**config.mk**
```make
export PLATFORM = sky130hd
export DESIGN_NAME = spi_lcd_rx
export DESIGN_NICKNAME = d
export VERILOG_FILES = /design/src/rtl/spi_lcd_pkg.sv /design/src/rtl/spi_byte_rx.sv /design/src/rtl/spi_lcd_rx.sv
export SDC_FILE = /design/constraint.sdc
export NUM_CORES = 1
export LEC_CHECK = 0
export BUFFER_PORTS_ARGS = -buffer_cell sky130_fd_sc_hd__buf_4
export CORE_ASPECT_RATIO = 0.75
export CORE_UTILIZATION = 63
export DETAILED_ROUTE_END_ITERATION = 8
export GPL_TIMING_DRIVEN = 0
export PLACE_DENSITY = 0.85
export SYNTH_ARGS = -nofsm -noshare
export SYNTH_HDL_FRONTEND = slang
export SYNTH_SLANG_ARGS = --single-unit
```
**constraint.sdc**
```tcl
create_clock -name clk -period 5.85 [get_ports clk]
set_input_delay 0.8775 -clock clk [delete_from_list [all_inputs] [get_ports clk]]
set_output_delay 0.8775 -clock clk [all_outputs]
set_load 0.05 [all_outputs]
```
**src/rtl/spi_lcd_pkg.sv**
```systemverilog
// Shared constants for the SPI display sink: command opcodes and decoder states.
package spi_lcd_pkg;

    localparam logic [7:0] CMD_SWRESET = 8'h01;
    localparam logic [7:0] CMD_DISPOFF = 8'h28;
    localparam logic [7:0] CMD_DISPON  = 8'h29;
    localparam logic [7:0] CMD_CASET   = 8'h2A;
    localparam logic [7:0] CMD_RASET   = 8'h2B;
    localparam logic [7:0] CMD_RAMWR   = 8'h2C;
    localparam logic [7:0] CMD_RAMWRC  = 8'h3C;

    typedef enum logic [1:0] {
        ST_IDLE,
        ST_PARAM,
        ST_PIXEL
    } dec_state_t;

endpackage

```
**src/rtl/spi_byte_rx.sv**
```systemverilog
// Oversampling SPI mode-0 byte receiver: synchronises the raw pins into clk,
// detects spi_clk rising edges and assembles MSB-first bytes tagged with dc.
module spi_byte_rx (
    input  logic       clk,
    input  logic       reset,
    input  logic       spi_clk,
    input  logic       spi_cs,
    input  logic       spi_di,
    input  logic       spi_dc,
    output logic [7:0] data_byte,
    output logic       is_data,
    output logic       byte_strobe,
    output logic       cs_idle
);

    logic [2:0] sclk_sync;
    logic [1:0] cs_sync;
    logic [1:0] di_sync;
    logic [1:0] dc_sync;
    logic [2:0] bit_cnt;
    logic [6:0] shreg;
    logic       sclk_rise;

    // di/dc share the spi_clk synchroniser depth, so they line up with the detected edge
    assign sclk_rise = sclk_sync[1] & ~sclk_sync[2];
    assign cs_idle   = cs_sync[1];

    always_ff @(posedge clk) begin
        if (reset) begin
            sclk_sync   <= '0;
            cs_sync     <= 2'b11;
            di_sync     <= '0;
            dc_sync     <= '0;
            bit_cnt     <= '0;
            shreg       <= '0;
            data_byte   <= '0;
            is_data     <= 1'b0;
            byte_strobe <= 1'b0;
        end else begin
            sclk_sync   <= {sclk_sync[1:0], spi_clk};
            cs_sync     <= {cs_sync[0], spi_cs};
            di_sync     <= {di_sync[0], spi_di};
            dc_sync     <= {dc_sync[0], spi_dc};
            byte_strobe <= 1'b0;
            if (cs_sync[1]) begin
                bit_cnt <= '0;
            end else if (sclk_rise) begin
                shreg   <= {shreg[5:0], di_sync[1]};
                bit_cnt <= bit_cnt + 3'd1;
                if (bit_cnt == 3'd7) begin
                    data_byte   <= {shreg, di_sync[1]};
                    is_data     <= dc_sync[1];
                    byte_strobe <= 1'b1;
                end
            end
        end
    end

endmodule

```
**src/rtl/spi_lcd_rx.sv**
```systemverilog
// ILI9340-style SPI display sink: decodes window/RAM-write commands and streams
// pixels with coordinates. Optional command log ports under SPI_LCD_CMD_LOG_EN.
module spi_lcd_rx
    import spi_lcd_pkg::*;
#(
    parameter int WIDTH     = 16,
    parameter int MAX_X     = 1024,
    parameter int MAX_Y     = 768,
    parameter int PIX_BYTES = 2,
    localparam int PIX_W    = 8 * PIX_BYTES
) (
    input  logic             clk,
    input  logic             reset,
    input  logic             spi_clk,
    input  logic             spi_cs,
    input  logic             spi_di,
    input  logic             spi_dc,
    output logic [WIDTH-1:0] x,
    output logic [WIDTH-1:0] y,
    output logic [PIX_W-1:0] pixels,
    output logic             strobe,
    output logic [WIDTH-1:0] x_start,
    output logic [WIDTH-1:0] x_end,
    output logic [WIDTH-1:0] y_start,
    output logic [WIDTH-1:0] y_end,
`ifdef SPI_LCD_CMD_LOG_EN
    output logic [7:0]       uart_data,
    output logic             uart_strobe,
`endif
    output logic             display_on
);

    localparam logic [WIDTH-1:0] X_LAST   = WIDTH'(MAX_X - 1);
    localparam logic [WIDTH-1:0] Y_LAST   = WIDTH'(MAX_Y - 1);
    localparam logic [1:0]       PIX_LAST = 2'(PIX_BYTES - 1);

    logic [7:0]       data_byte;
    logic             is_data;
    logic             byte_strobe;
    logic             cs_idle;
    dec_state_t       state, state_nxt;
    logic             cmd_ev, param_ev, pix_ev;
    logic [7:0]       cmd;
    logic [2:0]       param_cnt;
    logic [7:0]       prm0, prm1, prm2;
    logic [1:0]       pix_cnt;
    logic [WIDTH-1:0] pos_x, pos_y;

    spi_byte_rx u_byte_rx (
        .clk         (clk),
        .reset       (reset),
        .spi_clk     (spi_clk),
        .spi_cs      (spi_cs),
        .spi_di      (spi_di),
        .spi_dc      (spi_dc),
        .data_byte   (data_byte),
        .is_data     (is_data),
        .byte_strobe (byte_strobe),
        .cs_idle     (cs_idle)
    );

    // Returns {start, end} forced inside 0..last with start <= end
    function automatic logic [2*WIDTH-1:0] clamp_win(input logic [WIDTH-1:0] s_in,
                                                     input logic [WIDTH-1:0] e_in,
                                                     input logic [WIDTH-1:0] last);
        logic [WIDTH-1:0] s_out, e_out;
        e_out = (e_in > last) ? last : e_in;
        s_out = s_in;
        if (s_in > last) begin
            s_out = last;
            e_out = last;
        end else if (s_in > e_out) begin
            e_out = s_in;
        end
        return {s_out, e_out};
    endfunction

    always_ff @(posedge clk) begin
        if (reset) state <= ST_IDLE;
        else       state <= state_nxt;
    end

    always_comb begin
        state_nxt = state;
        if (byte_strobe && !is_data) begin
            case (data_byte)
                CMD_CASET, CMD_RASET:  state_nxt = ST_PARAM;
                CMD_RAMWR, CMD_RAMWRC: state_nxt = ST_PIXEL;
                default:               state_nxt = ST_IDLE;
            endcase
        end
    end

    always_comb begin
        cmd_ev   = byte_strobe && !is_data;
        param_ev = byte_strobe && is_data && (state == ST_PARAM);
        pix_ev   = byte_strobe && is_data && (state == ST_PIXEL);
    end

    always_ff @(posedge clk) begin
        if (reset) begin
            x          <= '0;
            y          <= '0;
            pixels     <= '0;
            strobe     <= 1'b0;
            x_start    <= '0;
            x_end      <= X_LAST;
            y_start    <= '0;
            y_end      <= Y_LAST;
            display_on <= 1'b0;
            cmd        <= 8'h00;
            param_cnt  <= '0;
            prm0       <= '0;
            prm1       <= '0;
            prm2       <= '0;
            pix_cnt    <= '0;
            pos_x      <= '0;
            pos_y      <= '0;
        end else begin
            strobe <= 1'b0;
            if (cs_idle) pix_cnt <= '0;

            if (cmd_ev) begin
                cmd       <= data_byte;
                param_cnt <= '0;
                pix_cnt   <= '0;
                case (data_byte)
                    CMD_DISPOFF: display_on <= 1'b0;
                    CMD_DISPON:  display_on <= 1'b1;
                    CMD_SWRESET: begin
                        x_start    <= '0;
                        x_end      <= X_LAST;
                        y_start    <= '0;
                        y_end      <= Y_LAST;
                        x          <= '0;
                        y          <= '0;
                        pos_x      <= '0;
                        pos_y      <= '0;
                        display_on <= 1'b0;
                    end
                    CMD_RAMWR: begin
                        pos_x <= x_start;
                        pos_y <= y_start;
                    end
                    default: ;
                endcase
            end

            // Window registers change only once all four parameter bytes are in
            if (param_ev && param_cnt < 3'd4) begin
                param_cnt <= param_cnt + 3'd1;
                case (param_cnt)
                    3'd0: prm0 <= data_byte;
                    3'd1: prm1 <= data_byte;
                    3'd2: prm2 <= data_byte;
                    3'd3: begin
                        if (cmd == CMD_CASET)
                            {x_start, x_end} <= clamp_win(WIDTH'({prm0, prm1}),
                                                          WIDTH'({prm2, data_byte}), X_LAST);
                        else
                            {y_start, y_end} <= clamp_win(WIDTH'({prm0, prm1}),
                                                          WIDTH'({prm2, data_byte}), Y_LAST);
                    end
                    default: ;
                endcase
            end

            if (pix_ev) begin
                pixels <= {pixels[PIX_W-9:0], data_byte};
                if (pix_cnt == PIX_LAST) begin
                    pix_cnt <= '0;
                    strobe  <= 1'b1;
                    x       <= pos_x;
                    y       <= pos_y;
                    // >= keeps the cursor inside a window that shrank during RAMWRC
                    if (pos_x >= x_end) begin
                        pos_x <= x_start;
                        pos_y <= (pos_y >= y_end) ? y_start : pos_y + WIDTH'(1);
                    end else begin
                        pos_x <= pos_x + WIDTH'(1);
                    end
                end else begin
                    pix_cnt <= pix_cnt + 2'd1;
                end
            end
        end
    end

`ifdef SPI_LCD_CMD_LOG_EN
    always_ff @(posedge clk) begin
        if (reset) begin
            uart_data   <= 8'h00;
            uart_strobe <= 1'b0;
        end else begin
            uart_strobe <= cmd_ev;
            if (cmd_ev) uart_data <= data_byte;
        end
    end
`endif

endmodule
```
==> impl_metrics.xml <==
<?xml version="1.0" encoding="UTF-8"?>
<metrics>
  <group name="global_routing">
    <metric name="first_pass_grt_wire_length" unit="um">48900</metric>
    <metric name="pin_count_of_the_biggest_net_entering_global_routing" unit="">15</metric>
    <metric name="initial_antenna_violation_count" unit="">0</metric>
    <metric name="grt_remaining_overflow" unit="">0</metric>
    <metric name="grtUsageTotal" unit="">0.362</metric>
    <metric name="grt_pass1_vias" unit="">9375</metric>
  </group>
  <group name="placement">
    <metric name="number_of_buffer_cells_added_on_primary_ports" unit="">119</metric>
    <metric name="hpwlAfterDp" unit="um">22600</metric>
    <metric name="gpl.final_weighted_congestion" unit="">0.918</metric>
  </group>
  <group name="timing">
    <metric name="share_of_the_cycle_needed_by_the_critical_path_after_routing" unit="">0.658</metric>
    <metric name="min_period" unit="ns">3.85</metric>
    <metric name="fin_tns_setup" unit="ns">0</metric>
    <metric name="grt_setup_unrepaired" unit="">false</metric>
    <metric name="worst_slew_margin_rel" unit="">0.162</metric>
    <metric name="setup_viol_count_final" unit="">0</metric>
    <metric name="max_freq" unit="MHz">260</metric>
    <metric name="worst_slew_pin_slew" unit="ns">1.25</metric>
    <metric name="report.final.slew_viol_count" unit="">0</metric>
    <metric name="hold_viol_final" unit="">0</metric>
    <metric name="finalClockSkew" unit="ns">0.0174</metric>
  </group>
  <group name="floorplanning">
    <metric name="core-area" unit="sq um">16200</metric>
    <metric name="fp.dieH" unit="um">114</metric>
    <metric name="rows" unit="">40</metric>
    <metric name="top_level_ports" unit="">120</metric>
    <metric name="area_of_the_die" unit="sq um">17300</metric>
    <metric name="chipWidth" unit="um">151</metric>
    <metric name="initial_util" unit="">0.651</metric>
  </group>
  <group name="pwr">
    <metric name="vdd_drop_max" unit="uV">193</metric>
    <metric name="overall_power_consumption" unit="mW">2.93</metric>
    <metric name="p_leak" unit="nW">5.14</metric>
    <metric name="power-per-cell-area" unit="nW/um^2">235</metric>
  </group>
  <group name="layout">
    <metric name="sequential_cell_area_in_the_final_layout" unit="sq um">4280</metric>
    <metric name="insertedDiodeCount" unit="">0</metric>
    <metric name="fillers" unit="">1180</metric>
    <metric name="layout_commonest_cell" unit="">dfxtp_1</metric>
    <metric name="layout.cells.most_common_list" unit="">dfxtp_1 (214), a21oi_1 (130), nand2_1 (127)</metric>
    <metric name="drive_above_1_share" unit="">0.131</metric>
    <metric name="final_net_count" unit="">1462</metric>
    <metric name="synthToLayoutAreaGrowth" unit="%">18.1</metric>
    <metric name="area_of_combinational_cells_with_multiple_inputs" unit="sq um">5780</metric>
  </group>
  <group name="critical_path">
    <metric name="required" unit="ns">6.27</metric>
    <metric name="cp_slowest_stage_delay" unit="ns">0.70</metric>
    <metric name="crit_family" unit="">compound AO/OA/AOI/OAI gates</metric>
    <metric name="cp_slowest_cell" unit="">o31ai_2</metric>
    <metric name="cp-start-kind" unit="">flip-flop</metric>
    <metric name="path_class" unit="">reg2reg</metric>
    <metric name="path_cells" unit="">nor4_1 &gt; nand2_1 &gt; clkbuf_1 &gt; nor2_1 &gt; ha_1 &gt; a21oi_1 &gt; o21ai_0 &gt; a221o_1 &gt; o31ai_2 &gt; buf_2 &gt; nor3_1 &gt; a221oi_1</metric>
    <metric name="crit_fanout" unit="">10</metric>
    <metric name="critPathBufInv" unit="">2</metric>
    <metric name="cp-end-kind" unit="">flip-flop</metric>
    <metric name="crit_arrival" unit="ns">4.27</metric>
  </group>
  <group name="synthesis">
    <metric name="async_flop_share" unit="">0</metric>
    <metric name="post_synth_instance_area" unit="sq um">10600</metric>
    <metric name="synth_edf_count" unit="">0</metric>
    <metric name="ys_types" unit="">63</metric>
    <metric name="yosysWarningCount" unit="">0</metric>
    <metric name="postSynthRegisterBits" unit="">214</metric>
    <metric name="gate_count_of_the_mapped_netlist" unit="">1229</metric>
    <metric name="post_synth.cell_area_avg" unit="sq um">8.58</metric>
    <metric name="synth_sequential_area_ratio" unit="">0.406</metric>
    <metric name="postSynth.topFlopCell" unit="">dfxtp_1</metric>
  </group>
  <group name="clock_network">
    <metric name="cts_hold_repair.buffers" unit="">0</metric>
    <metric name="postCtsResizedCells" unit="">0</metric>
    <metric name="htreeDepth" unit="">1</metric>
    <metric name="insertion_delay" unit="ns">0.52</metric>
    <metric name="cts.root.buffer_cell" unit="">clkbuf_16</metric>
    <metric name="cts.sinks" unit="">214</metric>
    <metric name="cts_inserted_buffers" unit="">22</metric>
    <metric name="cts_tree" unit="">done</metric>
    <metric name="clk_pin_slew" unit="ns">0.06</metric>
    <metric name="bufs_on_longest_clock_path" unit="">3</metric>
    <metric name="number_of_buffers_inserted_by_post_cts_setup_repair" unit="">0</metric>
  </group>
  <group name="routing">
    <metric name="detail_route.vias_per_cell" unit="">6.31</metric>
    <metric name="drt.antenna.violating_nets" unit="">0</metric>
    <metric name="dr.first_iter.drc_count" unit="">1095</metric>
    <metric name="drt-total-wl" unit="um">31500</metric>
    <metric name="drt-pass1-iter-count" unit="">5</metric>
    <metric name="via_count" unit="">10100</metric>
    <metric name="drt-wirelength-per-cell" unit="um">19.6</metric>
    <metric name="drc" unit="">0</metric>
  </group>
  <group name="run">
    <metric name="drv.max_cap_violation_count" unit="">0</metric>
  </group>
  <group name="hold_path">
    <metric name="worst_hold_path_type" unit="">reg2reg</metric>
  </group>
  <group name="outcome">
    <metric name="outcome" unit="">finished, final reports clean</metric>
  </group>
</metrics>
==> power breakdown <==
| group | leakage (nW) | internal (mW) | switching [mW] |
|---|---|---|---|
| clock network | 0.339 | 0.812 | 0.597 |
| logic | 3.07 | 0.0130 | 0.0424 |
| registers | 1.73 | 1.46 | 0.00120 |
| total | 5.14 | 2.28 | 0.641 |
==> final timing paths <==
check | cells after the start | end | slack, ns | startpoint
min reg2reg | 1 | u_byte_rx.cs_sync[1] | 0.42 | u_byte_rx.cs_sync[0]
max reg2reg | 12 | x_end[8] | 2.00 | prm2[4]
min | 1 | u_byte_rx.cs_sync[1] | 0.42 | u_byte_rx.cs_sync[0]
max | 12 | x_end[8] | 2.00 | prm2[4]
==> state kept, by name, summed over array words and instances, names as in the netlist, 16 cells and up <==
register	cells
pos_x	16
x_end	16
y_end	16
y_start	16
pixels	16
x	16
x_start	16
pos_y	16
y	16
==> cells by family (layout without fill, tap and decap cells) <==
logic type | count (synthesis) | count (layout) | share of synthesized area
adders and majority gates | 73 | 73 | 0.0866
xor gates and xnor gates | 29 | 29 | 0.0241
and+or+nand+nor | 477 | 477 | 0.224
muxes | 66 | 66 | 0.0626
buffers and inverters | 133 | 289 | 0.0505
DFF | 214 | 214 | 0.406
AOI/OAI and AO/OA | 236 | 236 | 0.146
other | 1 | 12 | 0.000355
==> through the flow <==
step / hold slack, ns / cell area (sq um) / utilization / setup WS [ns] / cells
global route: 0.423 / 12500 / 0.768 / 1.87 / 1606
CTS: 0.420 / 12500 / 0.768 / 2.15 / 1606
global placement: 0.394 / 11700 / 0.724 / 2.18 / 1569
detailed placement: 0.404 / 11700 / 0.724 / 2.19 / 1569
floorplan: 0.389 / 10600 / - / 2.98 / 1240
finish: 0.417 / 12500 / 0.768 / 2.00 / 1606
==> synth_stat cells (all sizes together), types with 23 or more instances <==
cell type  instances  share of area
nand2            127          0.045
clkbuf            63          0.022
dfxtp            214           0.41
nor2              97          0.035
buf               25          0.012
ha                73          0.087
a221oi            37          0.031
a21oi            130          0.062
nor3              54          0.026
and3              23          0.014
inv               45          0.016
a211oi            24          0.019
nand3             65          0.031
mux2i             66          0.063
==> metal layers <==
metal / track usage / part of all wire / vias up
met5: 0 / 0 / -
met4: 0.137 / 0.033 / 0
met3: 0.0633 / 0.11 / 91
met2: 0.546 / 0.43 / 577
met1: 0.516 / 0.42 / 4795
li1: - / - / 4676
==> final cells by class <==
| type | count | share of cell area |
|---|---|---|
| multi-input combinational | 893 | 0.464 |
| sequential | 214 | 0.344 |
| timing repair buffer | 119 | 0.0717 |
| clock buffer | 31 | 0.0485 |
| buffer | 88 | 0.0292 |
| tap | 210 | 0.0211 |
| inverter | 45 | 0.0136 |
| clock inverter | 6 | 0.00803 |
Note: power is estimated with default switching activity, not from simulation.
